**config.mk**
```make
export PLATFORM = sky130hd
export DESIGN_NAME = commu_rx
export DESIGN_NICKNAME = d
export VERILOG_FILES = /design/src/rtl/commu_pkg.sv /design/src/rtl/commu_baud_nco.sv /design/src/rtl/commu_rx.sv
export SDC_FILE = /design/constraint.sdc
export NUM_CORES = 1
export LEC_CHECK = 0
export ABC_AREA = 1
export CORE_AREA = 3 3 125 127
export CTS_BUF_LIST = sky130_fd_sc_hd__clkbuf_16
export CTS_CLUSTER_DIAMETER = 40
export DETAILED_ROUTE_END_ITERATION = 10
export DIE_AREA = 0 0 128 130
export PLACE_DENSITY = 0.85
export SKIP_CTS_REPAIR_TIMING = 1
export SLEW_MARGIN = 20
export SYNTH_ARGS = -nofsm -noshare
export SYNTH_HDL_FRONTEND = slang
export SYNTH_HIERARCHICAL = 1
export SYNTH_SLANG_ARGS = --single-unit
```
**constraint.sdc**
```tcl
create_clock -name clk_sys -period 10.35 [get_ports clk_sys]
set_input_delay 1.5525 -clock clk_sys [delete_from_list [all_inputs] [get_ports clk_sys]]
set_output_delay 1.5525 -clock clk_sys [all_outputs]
set_load 0.03 [all_outputs]
```
**src/rtl/commu_pkg.sv**
```systemverilog
// commu_pkg: shared frame constants, receiver FSM states and counter helpers
// for the commu serial link (transmitter and receiver).
package commu_pkg;

  localparam int   DATA_BITS = 8;
  localparam logic START_LVL = 1'b0;
  localparam logic STOP_LVL  = 1'b1;
  localparam int   CNT_W     = 32;

  typedef enum logic [2:0] {
    IDLE,
    START,
    DATA,
    STOP,
    BREAK
  } commu_state_e;

  // Counters stick at all-ones instead of wrapping
  function automatic logic [CNT_W-1:0] sat_inc(input logic [CNT_W-1:0] v);
    return (&v) ? v : v + 1'b1;
  endfunction

endpackage

```
**src/rtl/commu_baud_nco.sv**
```systemverilog
// commu_baud_nco: phase accumulator that emits one tick per bit period.
// A load strobe presets the phase; the receiver presets half a period.
module commu_baud_nco #(
  parameter int CLK_KHZ = 100000
) (
  input  logic        clk_sys,
  input  logic        rst_n,
  input  logic        en,
  input  logic        load,
  input  logic [31:0] load_val,
  input  logic [15:0] inc,
  output logic        tick
);

  localparam logic [31:0] MODULUS = 32'(CLK_KHZ);

  logic [31:0] acc_q;
  logic [31:0] acc_d;
  logic [31:0] sum;

  always_comb begin
    sum   = acc_q + {16'd0, inc};
    acc_d = acc_q;
    tick  = 1'b0;
    if (load) begin
      acc_d = load_val;
    end else if (en) begin
      if (sum >= MODULUS) begin
        acc_d = sum - MODULUS;
        tick  = 1'b1;
      end else begin
        acc_d = sum;
      end
    end
  end

  always_ff @(posedge clk_sys or negedge rst_n) begin
    if (!rst_n) begin
      acc_q <= '0;
    end else begin
      acc_q <= acc_d;
    end
  end

endmodule

```
**src/rtl/commu_rx.sv**
```systemverilog
// commu_rx: 8N1 serial receiver with good-frame and error counters.
// Optional payload sequence checker enabled by macro COMMU_RX_SEQ_CHK_EN.
module commu_rx
  import commu_pkg::*;
#(
  parameter int CLK_KHZ  = 100000,
  parameter int SYNC_LEN = 2
) (
  input  logic             clk_sys,
  input  logic             rst_n,
  input  logic             rx,
  input  logic [15:0]      tbit_fre,
  output logic [7:0]       rx_data,
  output logic             rx_vld,
  output logic             frm_err,
  output logic [CNT_W-1:0] rx_total,
  output logic [CNT_W-1:0] err_total
);

  localparam logic [3:0]  LAST_BIT = 4'(DATA_BITS - 1);
  localparam logic [31:0] HALF_BIT = 32'(CLK_KHZ / 2);

  logic [SYNC_LEN-1:0]  sync_q, sync_d;
  logic                 rxs_prev_q;
  commu_state_e         state_q, state_d;
  logic [3:0]           bit_cnt_q, bit_cnt_d;
  logic [DATA_BITS-1:0] shift_q, shift_d;
  logic [7:0]           rx_data_q, rx_data_d;
  logic                 rx_vld_q, rx_vld_d;
  logic                 frm_err_q, frm_err_d;
  logic [CNT_W-1:0]     rx_total_q, rx_total_d;
`ifdef COMMU_RX_SEQ_CHK_EN
  logic [CNT_W-1:0]     err_total_q, err_total_d;
  logic [7:0]           exp_q, exp_d;
`endif

  logic rxs;
  logic fall;
  logic tick;
  logic nco_load;
  logic nco_en;
  logic good;
  logic bad_stop;

  commu_baud_nco #(
    .CLK_KHZ (CLK_KHZ)
  ) u_nco (
    .clk_sys  (clk_sys),
    .rst_n    (rst_n),
    .en       (nco_en),
    .load     (nco_load),
    .load_val (HALF_BIT),
    .inc      (tbit_fre),
    .tick     (tick)
  );

  always_comb begin
    sync_d     = {sync_q[SYNC_LEN-2:0], rx};
    rxs        = sync_q[SYNC_LEN-1];
    fall       = rxs_prev_q & ~rxs;
    nco_load   = (state_q == IDLE) && fall;
    nco_en     = (state_q != IDLE);
    state_d    = state_q;
    bit_cnt_d  = bit_cnt_q;
    shift_d    = shift_q;
    good       = 1'b0;
    bad_stop   = 1'b0;

    case (state_q)
      IDLE: begin
        if (fall) state_d = START;
      end
      START: begin
        if (tick) begin
          if (rxs == START_LVL) begin
            state_d   = DATA;
            bit_cnt_d = '0;
          end else begin
            state_d = IDLE;
          end
        end
      end
      DATA: begin
        if (tick) begin
          shift_d = {rxs, shift_q[DATA_BITS-1:1]};
          if (bit_cnt_q == LAST_BIT) state_d = STOP;
          else bit_cnt_d = bit_cnt_q + 4'd1;
        end
      end
      STOP: begin
        if (tick) begin
          if (rxs == STOP_LVL) begin
            good    = 1'b1;
            state_d = IDLE;
          end else begin
            bad_stop = 1'b1;
            state_d  = BREAK;
          end
        end
      end
      BREAK: begin
        if (rxs == STOP_LVL) state_d = IDLE;
      end
      default: state_d = IDLE;
    endcase

    rx_vld_d   = good;
    frm_err_d  = bad_stop;
    rx_data_d  = good ? shift_q : rx_data_q;
    rx_total_d = rx_total_q;
`ifdef COMMU_RX_SEQ_CHK_EN
    err_total_d = err_total_q;
    exp_d       = exp_q;
    if (good) begin
      if (shift_q == exp_q) rx_total_d = sat_inc(rx_total_q);
      else err_total_d = sat_inc(err_total_q);
      exp_d = shift_q + 8'd1;
    end
`else
    if (good) rx_total_d = sat_inc(rx_total_q);
`endif
  end

  always_ff @(posedge clk_sys or negedge rst_n) begin
    if (!rst_n) begin
      sync_q      <= '1;
      rxs_prev_q  <= 1'b1;
      state_q     <= IDLE;
      bit_cnt_q   <= '0;
      shift_q     <= '0;
      rx_data_q   <= '0;
      rx_vld_q    <= 1'b0;
      frm_err_q   <= 1'b0;
      rx_total_q  <= '0;
`ifdef COMMU_RX_SEQ_CHK_EN
      err_total_q <= '0;
      exp_q       <= '0;
`endif
    end else begin
      sync_q      <= sync_d;
      rxs_prev_q  <= rxs;
      state_q     <= state_d;
      bit_cnt_q   <= bit_cnt_d;
      shift_q     <= shift_d;
      rx_data_q   <= rx_data_d;
      rx_vld_q    <= rx_vld_d;
      frm_err_q   <= frm_err_d;
      rx_total_q  <= rx_total_d;
`ifdef COMMU_RX_SEQ_CHK_EN
      err_total_q <= err_total_d;
      exp_q       <= exp_d;
`endif
    end
  end

  assign rx_data  = rx_data_q;
  assign rx_vld   = rx_vld_q;
  assign frm_err  = frm_err_q;
  assign rx_total = rx_total_q;
`ifdef COMMU_RX_SEQ_CHK_EN
  assign err_total = err_total_q;
`else
  assign err_total = '0;
`endif

endmodule
```
=== Yosys cells after proc, flatten, opt, wreduce, memory -nomap -nowiden ===
Index checks and enable logic that the tools add are counted.

* Output and inout port bits: 74
* Logic and storage cells: 67
* Bits in registers: 92

* Magnitude comparators: 1
* Bitwise gates (word level): 3
* Reduce and logical (&&, ||, !) cells: 10
* Add/sub/neg operators: 4
* Equal/unequal tests: 13
* Muxes and demuxes: 26

{| class="wikitable"
|+ Operators by type and width
! operator !! count
|-
| 32-bit two-way mux || 3
|-
| 32-bit by 1-bit adder with 32-bit output, second input constant || 1
|-
| 32-bit by 16-bit adder with 32-bit output || 1
|-
| 32-bit by 17-bit greater-or-equal comparator with 1-bit output, second input constant || 1
|-
| 32-bit AND reduction || 1
|-
| 32-bit by 17-bit subtractor with 32-bit output, second input constant || 1
|-
| 3-bit two-way mux || 7
|-
| 4-bit two-way mux || 4
|-
| 2-bit inequality test, second input constant || 8
|-
| 3-bit one-hot mux with 5 select lines || 1
|-
| 1-bit two-way mux || 9
|-
| 4-bit one-hot mux with 2 select lines || 1
|-
| 3-bit by 2-bit == test with 1-bit output, second input constant || 2
|-
| 6-bit AND reduction || 1
|-
| 5-bit AND reduction || 1
|-
| 4-bit by 1-bit adder with 4-bit output, second input constant || 1
|-
| 4-bit by 3-bit == test with 1-bit output, second input constant || 1
|-
| 2-bit AND reduction || 2
|-
| 2-bit nonzero test || 2
|-
| 3-bit by 1-bit == test with 1-bit output, second input constant || 1
|-
| 3-bit == test, second input constant || 1
|-
| 3-bit zero test || 1
|-
| 3-bit nonzero test || 1
|-
| 2-bit two-way mux || 1
|-
| other kinds (3) || 4
|}

=== Depth between registers and ports, before layout ===
* Word-level depth: 8
* Depth in mapped cells: 28
* Depth with buffers taken out: 27

=== Modules after synthesis ===
Netlist, hierarchy kept.

{| class="wikitable"
|+ Modules (own cells, without submodules)
! module !! times used !! cells an instance !! area an instance (um^2)
|-
| commu_baud_nco || 1 || 789 || 4424.2
|-
| commu_rx || 1 || 502 || 3580.9
|}

=== Least setup slack after synthesis ===
OpenSTA, ideal clock, no wires.

* Kind: input to register
* Start point: input port tbit_fre[0]
* End point: register rx_total_q[26] (netlist: rx_total[26])
* Buffers on the path: 1
* Library setup time: 0.118 ns
* Setup slack: 5.629 ns
* Arrival: 4.602 ns
* Required time: 10.232 ns
* Cell stages on the path: 23
* Cells stage by stage: ha_1 > fa_1 > nand3_1 > nand3_2 > nand2_1 > nand2_1 > nand2_1 > nand3_1 > nand2_1 > nand2_1 > nor2_2 > nand2_1 > nor3_2 > nand2_2 > buf_2 > a21oi_1 > nand2_1 > nor2_2 > nand2_1 > nor2_2 > nand3_1 > nand2_1 > nand2_1

* Cells in the longest elaborated chain, start to end: 8

{| class="wikitable"
|+ Ends and longest elaborated chain
! element !! line !! RTL
|-
| start: declaration || commu_rx.sv:12 || <nowiki>input logic [15:0] tbit_fre,</nowiki>
|-
| 32-bit by 16-bit adder with 32-bit output || commu_baud_nco.sv:22 || <nowiki>sum = acc_q + {16'd0, inc};</nowiki>
|-
| 32-bit by 17-bit greater-or-equal comparator with 1-bit output || commu_baud_nco.sv:28 || <nowiki>if (sum >= MODULUS) begin</nowiki>
|-
| 1-bit two-way mux || commu_baud_nco.sv:28 ||
|-
| 1-bit two-way mux || commu_baud_nco.sv:27 || <nowiki>end else if (en) begin</nowiki>
|-
| 1-bit two-way mux || commu_baud_nco.sv:25 || <nowiki>if (load) begin</nowiki>
|-
| named net tick || commu_rx.sv:39 || <nowiki>logic tick;</nowiki>
|-
| 1-bit two-way mux || commu_rx.sv:91 || <nowiki>if (tick) begin</nowiki>
|-
| 1-bit two-way mux || commu_rx.sv:69 || <nowiki>case (state_q)</nowiki>
|-
| named net good || commu_rx.sv:42 || <nowiki>logic good;</nowiki>
|-
| 2-bit AND reduction (no source line) || -- ||
|-
| end signal: assignment || commu_rx.sv:148 || <nowiki>rx_total_q <= rx_total_d;</nowiki>
|-
| end: declaration || commu_rx.sv:31 || <nowiki>logic [CNT_W-1:0] rx_total_q, rx_total_d;</nowiki>
|}

The timed path passes the listed nets, and every way through them passes these cells.
A chain may end at the register's enable or synchronous reset.

=== Final worst setup path ===
* Start point: input port tbit_fre[0]
* End point: register rx_total_q[27] (netlist: rx_total[27])

* Cells in the longest elaborated chain, start to end: 8

{| class="wikitable"
|+ Ends and longest elaborated chain
! element !! line
|-
| 32-bit by 16-bit adder with 32-bit output || commu_baud_nco.sv:22
|-
| 32-bit by 17-bit greater-or-equal comparator with 1-bit output || commu_baud_nco.sv:28
|-
| 1-bit two-way mux || commu_baud_nco.sv:28
|-
| 1-bit two-way mux || commu_baud_nco.sv:27
|-
| 1-bit two-way mux || commu_baud_nco.sv:25
|-
| named net tick || commu_rx.sv:39
|-
| 1-bit two-way mux || commu_rx.sv:91
|-
| 1-bit two-way mux || commu_rx.sv:69
|-
| 2-bit AND reduction (no source line) || --
|}

The timed path passes the listed nets, and every way through them passes these cells.

==> flow_metrics.py <==
metrics = {
    "status": {
        "outcome": "completed",
    },
    "layout": {
        "nets": 1414,
        "postLayoutCellArea_mm2": 0.00908,
        "diodes": 0,
        "fillers": 1374,
        "drive_gt1_share_pct": 6.96,
        "areaGrowthSynthToFinish_pct": 13.4,
    },
    "synth": {
        "syn_area_mm2": 0.00801,
        "synth_cell_types": 38,
        "synth_area_per_cell_um2": 6.20,
        "ys_seq_area_share_pct": 28.8,
        "async_flop_share_pct": 100,
        "yosys_warnings": 6,
        "synth-seq-cells": 92,
        "synthCells": 1291,
        "synth_edf_count": 0,
        "ys.flop_type": "dfrtp_1",
    },
    "route": {
        "via_per_inst": 5.22,
        "drc": 0,
        "num_vias": 8170,
        "ant_nets": 0,
        "wirelength_um": 22300,
        "wl_per_cell_um": 14.2,
        "dr.pass1.iters": 5,
        "drt_iter0_markers": 603,
    },
    "cts": {
        "worstSkewPairLatency_ps": 360,
        "cts_buffer_depth": 2,
        "cts_max_level": 3,
        "cts_made_buffers": 9,
        "cts.sinks": 92,
        "cts_root_buf": "clkbuf_16",
        "clk_transition_reported_paths_ps": 70,
        "cts_tree": "done",
    },
    "timing": {
        "setup_violations": 0,
        "period_needed_ps": 5560,
        "tns_ps": 0,
        "hold_viol_final": 0,
        "skew_ps": 9.85,
        "rsz0062_at_grt": "false",
        "period_share_pct": 53.7,
        "max-slew-margin-rel_pct": 49.4,
        "clock.fmax_ghz": 0.180,
        "tightest_slew_ps": 759,
        "drv_slew": 0,
    },
    "pwr": {
        "p_clk_share_pct": 16.2,
        "p_seq_share_pct": 23.2,
        "p_sw_mw": 1.24,
        "power_mw": 2.37,
        "p_int_mw": 1.13,
        "swShare_pct": 52.4,
        "pwr-share-comb_pct": 60.6,
        "leakagePower_nw": 4.64,
        "power.density_mw_per_mm2": 261,
        "ir_drop_mv": 0.169,
    },
    "global_routing": {
        "grt.overflow.total": 0,
        "grt_pass1_wl_um": 36400,
        "grt_pass1_vias": 7593,
        "grt_util_all_layers_pct": 27.1,
        "antenna_found_initial": 0,
        "grt_max_degree": 61,
    },
    "worst_setup_path": {
        "cp-end-kind": "flip-flop",
        "required_ps": 10600,
        "path_max_fanout": 18,
        "critPathLaunchType": "primary input",
        "cp.arrival_ps": 5810,
        "crit_type": "in2reg",
    },
    "placed_design": {
        "dp.final_hpwl_um": 17100,
        "placed_area_mm2": 0.00873,
        "portBuffers": 60,
        "place_congestion": 0.999,
    },
    "floorplanning": {
        "dieArea_mm2": 0.0166,
        "die_w_um": 128,
        "row_count": 44,
        "core_mm2": 0.0145,
        "io_pins": 93,
        "initial_core_util_pct": 55.1,
        "die_y_um": 130,
    },
    "worst_hold_path": {
        "hp-class": "reg2reg",
    },
    "flow_run": {
        "drv_cap": 0,
    },
}
==> sequential cells by signal, summed over array words and instances, names as in the netlist <==
register,flops
sync_q,2
frm_err,1
rx_vld,1
state_q,3
rx_data,8
rxs_prev_q,1
u_nco/acc_q,32
bit_cnt_q,4
rx_total,32
shift_q,8
==> synthesized netlist by cell type (4+ instances only) <==
cell	number	area, µm²
a21oi_1	11	55.1
a22oi_1	21	158
buf_2	4	20.0
buf_4	34	255
buf_6	5	56.3
clkbuf_1	9	33.8
dfrtp_1	89	2230
ha_1	19	238
inv_1	138	518
inv_2	12	45.0
nand2_1	547	2050
nand2_2	19	119
nand3_1	114	571
nand3_2	6	60.1
nand3b_1	9	67.6
nand4_1	22	138
nor2_1	111	417
nor2_2	13	81.3
nor2_4	11	124
nor3_1	5	25.0
o21ai_0	30	150
xnor2_1	10	87.6
xor2_1	27	236
==> logic make-up after synthesis <==
group	Yosys count	synth area share, %
xor+xnor	37	4.05
compound gates	69	5.24
other cells	2	0.0938
fa+ha+maj	20	3.22
flops	92	28.8
buf+inv	204	11.7
simple gates	867	46.9
==> worst max-delay path, cell delays in order <==
cell             delay [ps]
clkdlybuf4s50_1         420
ha_1                    260
fa_1                    430
nand3_1                 120
nand3_2                 120
nand2_1                 110
nand2_1                  90
nand2_1                  90
nand3_1                 150
nand2_1                  90
nand2_1                 100
nor2_2                  200
nand2_1                  90
nor3_2                  130
nand2_2                 210
a21oi_1                 450
nand2_1                 150
inv_1                    70
nand2_1                 310
nor2_1                  280
nand2_1                  90
inv_1                    90
nand3_1                  70
nand2_1                  60
nand2_1                  50
==> power by group through the flow <==
stage	Clock [mW]	Combinational [mW]	Sequential [mW]
final	0.384	1.44	0.548
after global routing	0.403	1.61	0.557
after CTS	0.390	1.41	0.546
after detailed placement	0	1.40	0.552
after global placement	0	1.38	0.549
after floorplan	0	1.07	0.542
==> metrics by stage <==
step / worst slack (ps) / hold slack [ps] / util (%) / cells
finish: 4790 / 357 / 62.4 / 1564
detailed placement: 4480 / 349 / 60.1 / 1548
floorplan: 5630 / 345 / - / 1353
CTS: 4840 / 357 / 62.4 / 1564
global route: 4300 / 369 / 62.4 / 1564
global placement: 4640 / 345 / 60.1 / 1548
==> cells in the final DEF (no fill, tap or decap), types with 21 or more instances in the layout <==
cell type and instances:
o21ai_0 30, nand2_1 547, a22oi_1 21, nor2_1 108, xor2_1 27, inv_1 138
nand4_1 22, dfrtp_1 89, conb_1 64, nand3_1 114, clkdlybuf4s50_1 59
==> routing by layer <==
| layer | vias to the layer above | global-route usage, % | part of all wire (%) |
|---|---|---|---|
| met5 | - | 0 | 0 |
| met4 | 0 | 10.5 | 2.7 |
| met3 | 53 | 3.60 | 6.6 |
| met2 | 318 | 45.6 | 47 |
| met1 | 3674 | 35.5 | 44 |
| li1 | 4125 | - | - |
==> final timing paths <==
kind / start / endpoint / slack, ps / cells past startpoint
max in group asynchronous: rst_n / u_nco/acc_q[19] / 8110 / 2
max: tbit_fre[0] / rx_total[27] / 4790 / 25
max reg2reg: u_nco/acc_q[0] / rx_total[27] / 6060 / 24
min: sync_q[0] / sync_q[1] / 360 / 0
min in group asynchronous: rst_n / rx_total[1] / 1120 / 1
min reg2reg: sync_q[0] / sync_q[1] / 360 / 0
==> final cells by class <==
class | count | area [µm²] | share of cell area, %
multi-input cells | 1057 | 5000 | 55.1
clock buffers | 9 | 225 | 2.48
repair buffers | 64 | 628 | 6.92
flip-flops and latches | 92 | 2310 | 25.4
inverters | 151 | 569 | 6.27
clock inverters | 7 | 116 | 1.28
well taps | 184 | 230 | 2.54
(Power assumes the default switching activity.)
==> RTL change 1: new RTL, config.mk and constraints unchanged <==
Add an input register stage for `rx` and `tbit_fre`; this delays them by one clock.
--- a/src/rtl/commu_rx.sv
+++ b/src/rtl/commu_rx.sv
@@ -20,4 +20,12 @@
   localparam logic [3:0]  LAST_BIT = 4'(DATA_BITS - 1);
   localparam logic [31:0] HALF_BIT = 32'(CLK_KHZ / 2);
+
+  logic rx_q;
+  logic [15:0] tbit_fre_q;
+
+  always_ff @(posedge clk_sys) begin
+    rx_q       <= rx;
+    tbit_fre_q <= tbit_fre;
+  end
 
   logic [SYNC_LEN-1:0]  sync_q, sync_d;
@@ -51,10 +59,10 @@
     .load     (nco_load),
     .load_val (HALF_BIT),
-    .inc      (tbit_fre),
+    .inc      (tbit_fre_q),
     .tick     (tick)
   );
 
   always_comb begin
-    sync_d     = {sync_q[SYNC_LEN-2:0], rx};
+    sync_d     = {sync_q[SYNC_LEN-2:0], rx_q};
     rxs        = sync_q[SYNC_LEN-1];
     fall       = rxs_prev_q & ~rxs;
Function: no difference found for any inputs over 10 cycles, from zero or initial values and one cycle with rst_n low; that may be too few to reach the edited logic, so the function may still have changed.
==> RTL change 1 against the original RTL <==
- sequential cell count grew 17
- power grew 3.5%
- largest cell class unchanged
- synthesized cell count shrank 1.2%
- via count shrank 2.0%
- final area grew 2.2%
- largest power group unchanged
- maximum frequency grew 29%
- sequential share of layout area grew 3.1 points
- first-iteration DRC count shrank 9.3%
- non-clock buffer count is the same
- worst setup slack gained 1.2 ns
- area after synthesis grew 2.6%
- die area is the same
- wire length shrank 2.9%
- critical endpoint is now rx_total[24]
==> RTL change 1: results (changes against the original RTL) <==
status completed; met2 wire length 10000 um (-4.0%); vias after detailed routing 8005 (-2.0%); Synth Area in Adders 0.0314 (-0.000809); Worst Skew 0.0135 ns (+0.00365 ns); RD Place Congestion 0.982 (-1.7%); Leak Pwr 0.00471 uW (+1.4%); top sig layer met4; layout cells sized above 1 0.0674 (-0.00212); pin count of the biggest net entering global routing 78 (+28%); met1 Track Usage GR 0.358 (+0.00291); Area after DPL 8940 um^2 (+2.3%); port bufs 60 (unchanged); CP arrival 4.55 ns (-1.26 ns); vias in the first global route 7431 (-2.1%); total routing usage reported by global routing 0.265 (-0.00574); drt wl/cell 14.0 um (-1.9%); Iter 0 DRT Violations 547 (-9.3%); most frequent cells after synthesis nand2_1, inv_1, nand3_1; Gate Count Post-Synth 1276 (-1.2%); wl on met1 9670 um (-0.99%); footprint of the multi-input gates 4890 um^2 (-2.2%); seq pwr 624 uW (+14%); ys async rst share 0.844 (-0.156); Final non-clock buffer share 0.0677 (-0.00147); Clock-cell share 0.0359 (-0.00174); sequential-to-total area share from yosys stat 0.322 (+0.0342); met2 Track Usage GR 0.443 (-0.0129); P&R area growth vs syn 12.9%; routed wl met3 1650 um (+11%); met3 Usage GRT 0.0508 (+0.0147); Post-Synth XOR/XNOR Area 0.0405 (+0.0000488); Non-Filler Instances 1548 (-1.0%); DP HPWL 16600 um (-2.9%); critical-path maximum fanout 16 (-2); seq_cells 109 (+18%); number of non-clock inverters in the layout 144 (-4.6%); Slew @ Worst Pin 0.945 ns (+0.187 ns); sequential share of cell area 0.285 (+0.0313); first-pass GRT wire length 35600 um (-2.1%); P_clk 393 uW (+2%); number of fill cells in the layout 1367 (-0.51%); main area contributors after synthesis dfrtp_1, nand2_1, nand3_1, inv_1, nor2_1; count of multi-input combinational gates 1031 (-2.5%); Layout Nets 1398 (-1.1%); Max VDD drop 0.000185 V (+9.7%); post-synthesis compound-gate area fraction 0.0503 (-0.00208)
## RTL change 1: critical path, cell delays in order (launching register included)
cell     delay (ns)
dfrtp_1        0.39
ha_1           0.24
fa_1           0.44
nand3_1        0.12
nand3_2        0.13
nand2_1        0.11
nand2_1        0.11
nand2_1        0.12
nand3_1        0.13
nand2_1        0.09
nand2_1        0.10
nor2_2         0.21
nand2_1        0.10
nor3_2         0.13
nand2_2        0.21
a21oi_1        0.40
nand2_1        0.18
inv_1          0.08
nand2_1        0.29
nor2_1         0.31
nand3_1        0.17
xnor2_1        0.16
## RTL change 1: worst paths after layout
kind                                startpoint              to  slack, ns  depth (start not counted)
max in group asynchronous                rst_n    rx_total[23]       8.10                          2
worst max register to register  u_nco/acc_q[0]    rx_total[24]       6.04                         21
worst min register to register            rx_q       sync_q[0]       0.31                          0
worst max-delay path            u_nco/acc_q[0]    rx_total[24]       6.04                         21
min in group asynchronous                rst_n  u_nco/acc_q[4]       1.04                          1
worst min-delay path                      rx_q       sync_q[0]       0.31                          0
==> RTL change 2: new RTL, config.mk and constraints unchanged <==
Made on the original files. Add a define of `COMMU_RX_SEQ_CHK_EN`.
--- a/src/rtl/commu_rx.sv
+++ b/src/rtl/commu_rx.sv
@@ -1,4 +1,6 @@
 // commu_rx: 8N1 serial receiver with good-frame and error counters.
 // Optional payload sequence checker enabled by macro COMMU_RX_SEQ_CHK_EN.
+`define COMMU_RX_SEQ_CHK_EN
+
 module commu_rx
   import commu_pkg::*;
Check against the original RTL: same outputs for any inputs over 10 cycles, from zero or initial values and one cycle with rst_n low; that may be too few to reach the edited logic, so the function may still have changed.
==> RTL change 2 against the original RTL <==
- critical endpoint is now rx_total[18]
- critical path depth shrank 4
- wire length up 40%
- clock skew increased by 0.00073 ns
- area after synthesis increased by 30%
- sequential power grew 39%
- sequential cell count grew 40
- combinational power is 11% higher
- worst setup slack worse by 0.73 ns
- count of clock-buffer cells in the layout is 8 higher
- final cell count is 25% higher
- largest power group unchanged
- final area up 33%
- power rose by 26%
==> RTL change 2: results (changes against the original RTL) <==
status completed; placed insts 1924 (+24%); Slew @ Worst Pin 1.04 ns (+0.280 ns); sequential-to-total area share from yosys stat 0.317 (+0.0288); Clk Latency, worst-skew pair 0.44 ns (+0.08 ns); Non-Filler Instances 1956 (+25%); P_clk 620 uW (+61%); pre-CTS setup slack 3.86 ns (-0.618 ns); DP HPWL 22300 um (+30%); WHS 0.365 ns (+0.00794 ns); Area after DPL 11500 um^2 (+32%); drt wl/cell 16.0 um (+12%); max incr delay on CP 0.79 ns (+0.34 ns); total routing usage reported by global routing 0.380 (+0.110); first-pass GRT wire length 51100 um (+40%); Max VDD drop 0.000210 V (+25%); main area contributors after synthesis dfrtp_1, nand2_1, nand3_1, nor2_1, inv_1; Reg-to-Reg End rx_total[18]; Worst Reg-to-Reg Cells 20 (-17%); critical-path maximum fanout 32 (+14); Final Power 2980 uW (+26%); RD Place Congestion 1.00 (+0.17%); CP max-delay cell nand4_2; r2r setup slk 5.21 ns (-0.85 ns); port bufs 92 (+53%); drt first pass iters 6 (+1); Iter 0 DRT Violations 1347 (+120%); cts bufs inserted 17 (+8); Worst Skew 0.0106 ns (+0.000727 ns); Net Sw Power 1500 uW (+21%); Vias/cell 5.87 (+12%); most frequent cells after synthesis nand2_1, nor2_1, inv_1; pin count of the biggest net entering global routing 76 (+25%); layout cells sized above 1 0.0666 (-0.00297); Layout Nets 1800 (+27%); Avg Inst Size Synth 6.31 um^2 (+1.8%); Sequential Power Share 0.255 (+0.023)
==> RTL change 2: cell count changes in the layout (fill, tap and decap cells not counted), moves of 11 or more <==
cell / unedited run / this run
nand3b_1: 9 / 20
nor2_1: 108 / 161
clkdlybuf4s50_1: 59 / 91
nand3_1: 114 / 135
inv_1: 138 / 156
dfrtp_1: 89 / 129
nand4_1: 22 / 56
conb_1: 64 / 32
nand2_1: 547 / 714
==> RTL change 2: kinds of logic (layout without fill, tap and decap cells) <==
| logic type | count (synthesis) | after routing | synth area share |
|---|---|---|---|
| flip-flops | 132 | 132 | 0.317 |
| AO/OA/AOI/OAI | 74 | 74 | 0.0434 |
| buffers and inverters | 211 | 300 | 0.0863 |
| adder cells (fa/ha/maj) | 22 | 22 | 0.0271 |
| other | 2 | 32 | 0.000720 |
| AND/OR/NAND/NOR | 1159 | 1159 | 0.481 |
| XOR/XNOR | 53 | 53 | 0.0445 |
==> RTL change 2: area by class of cell <==
cell class	count	area, um^2
clock buffer	17	425
clock inverter	15	166
fill	963	2450
inverter	171	642
multi-input combinational	1340	6350
sequential	132	3310
tap	184	230
timing repair buffer	97	960
==> RTL change 2: how the worst max path moves through the flow <==
stage                            from            end  slack [ns]  depth (start not counted)
after CTS                 tbit_fre[0]   rx_total[18]        4.17                         21
after global placement    tbit_fre[0]   rx_total[16]        4.16                         21
final                     tbit_fre[0]   rx_total[18]        4.06                         21
after floorplan           tbit_fre[0]  err_total[20]        5.61                         26
after detailed placement  tbit_fre[0]   rx_total[28]        3.86                         21
after global routing      tbit_fre[0]   rx_total[18]        3.73                         21
==> RTL change 2: layer usage <==
layer / track usage / wire length, um
met2: 0.617 / 14500
met1: 0.506 / 12700
met4: 0.160 / 1190
met5: 0 / 0
met3: 0.0679 / 2900
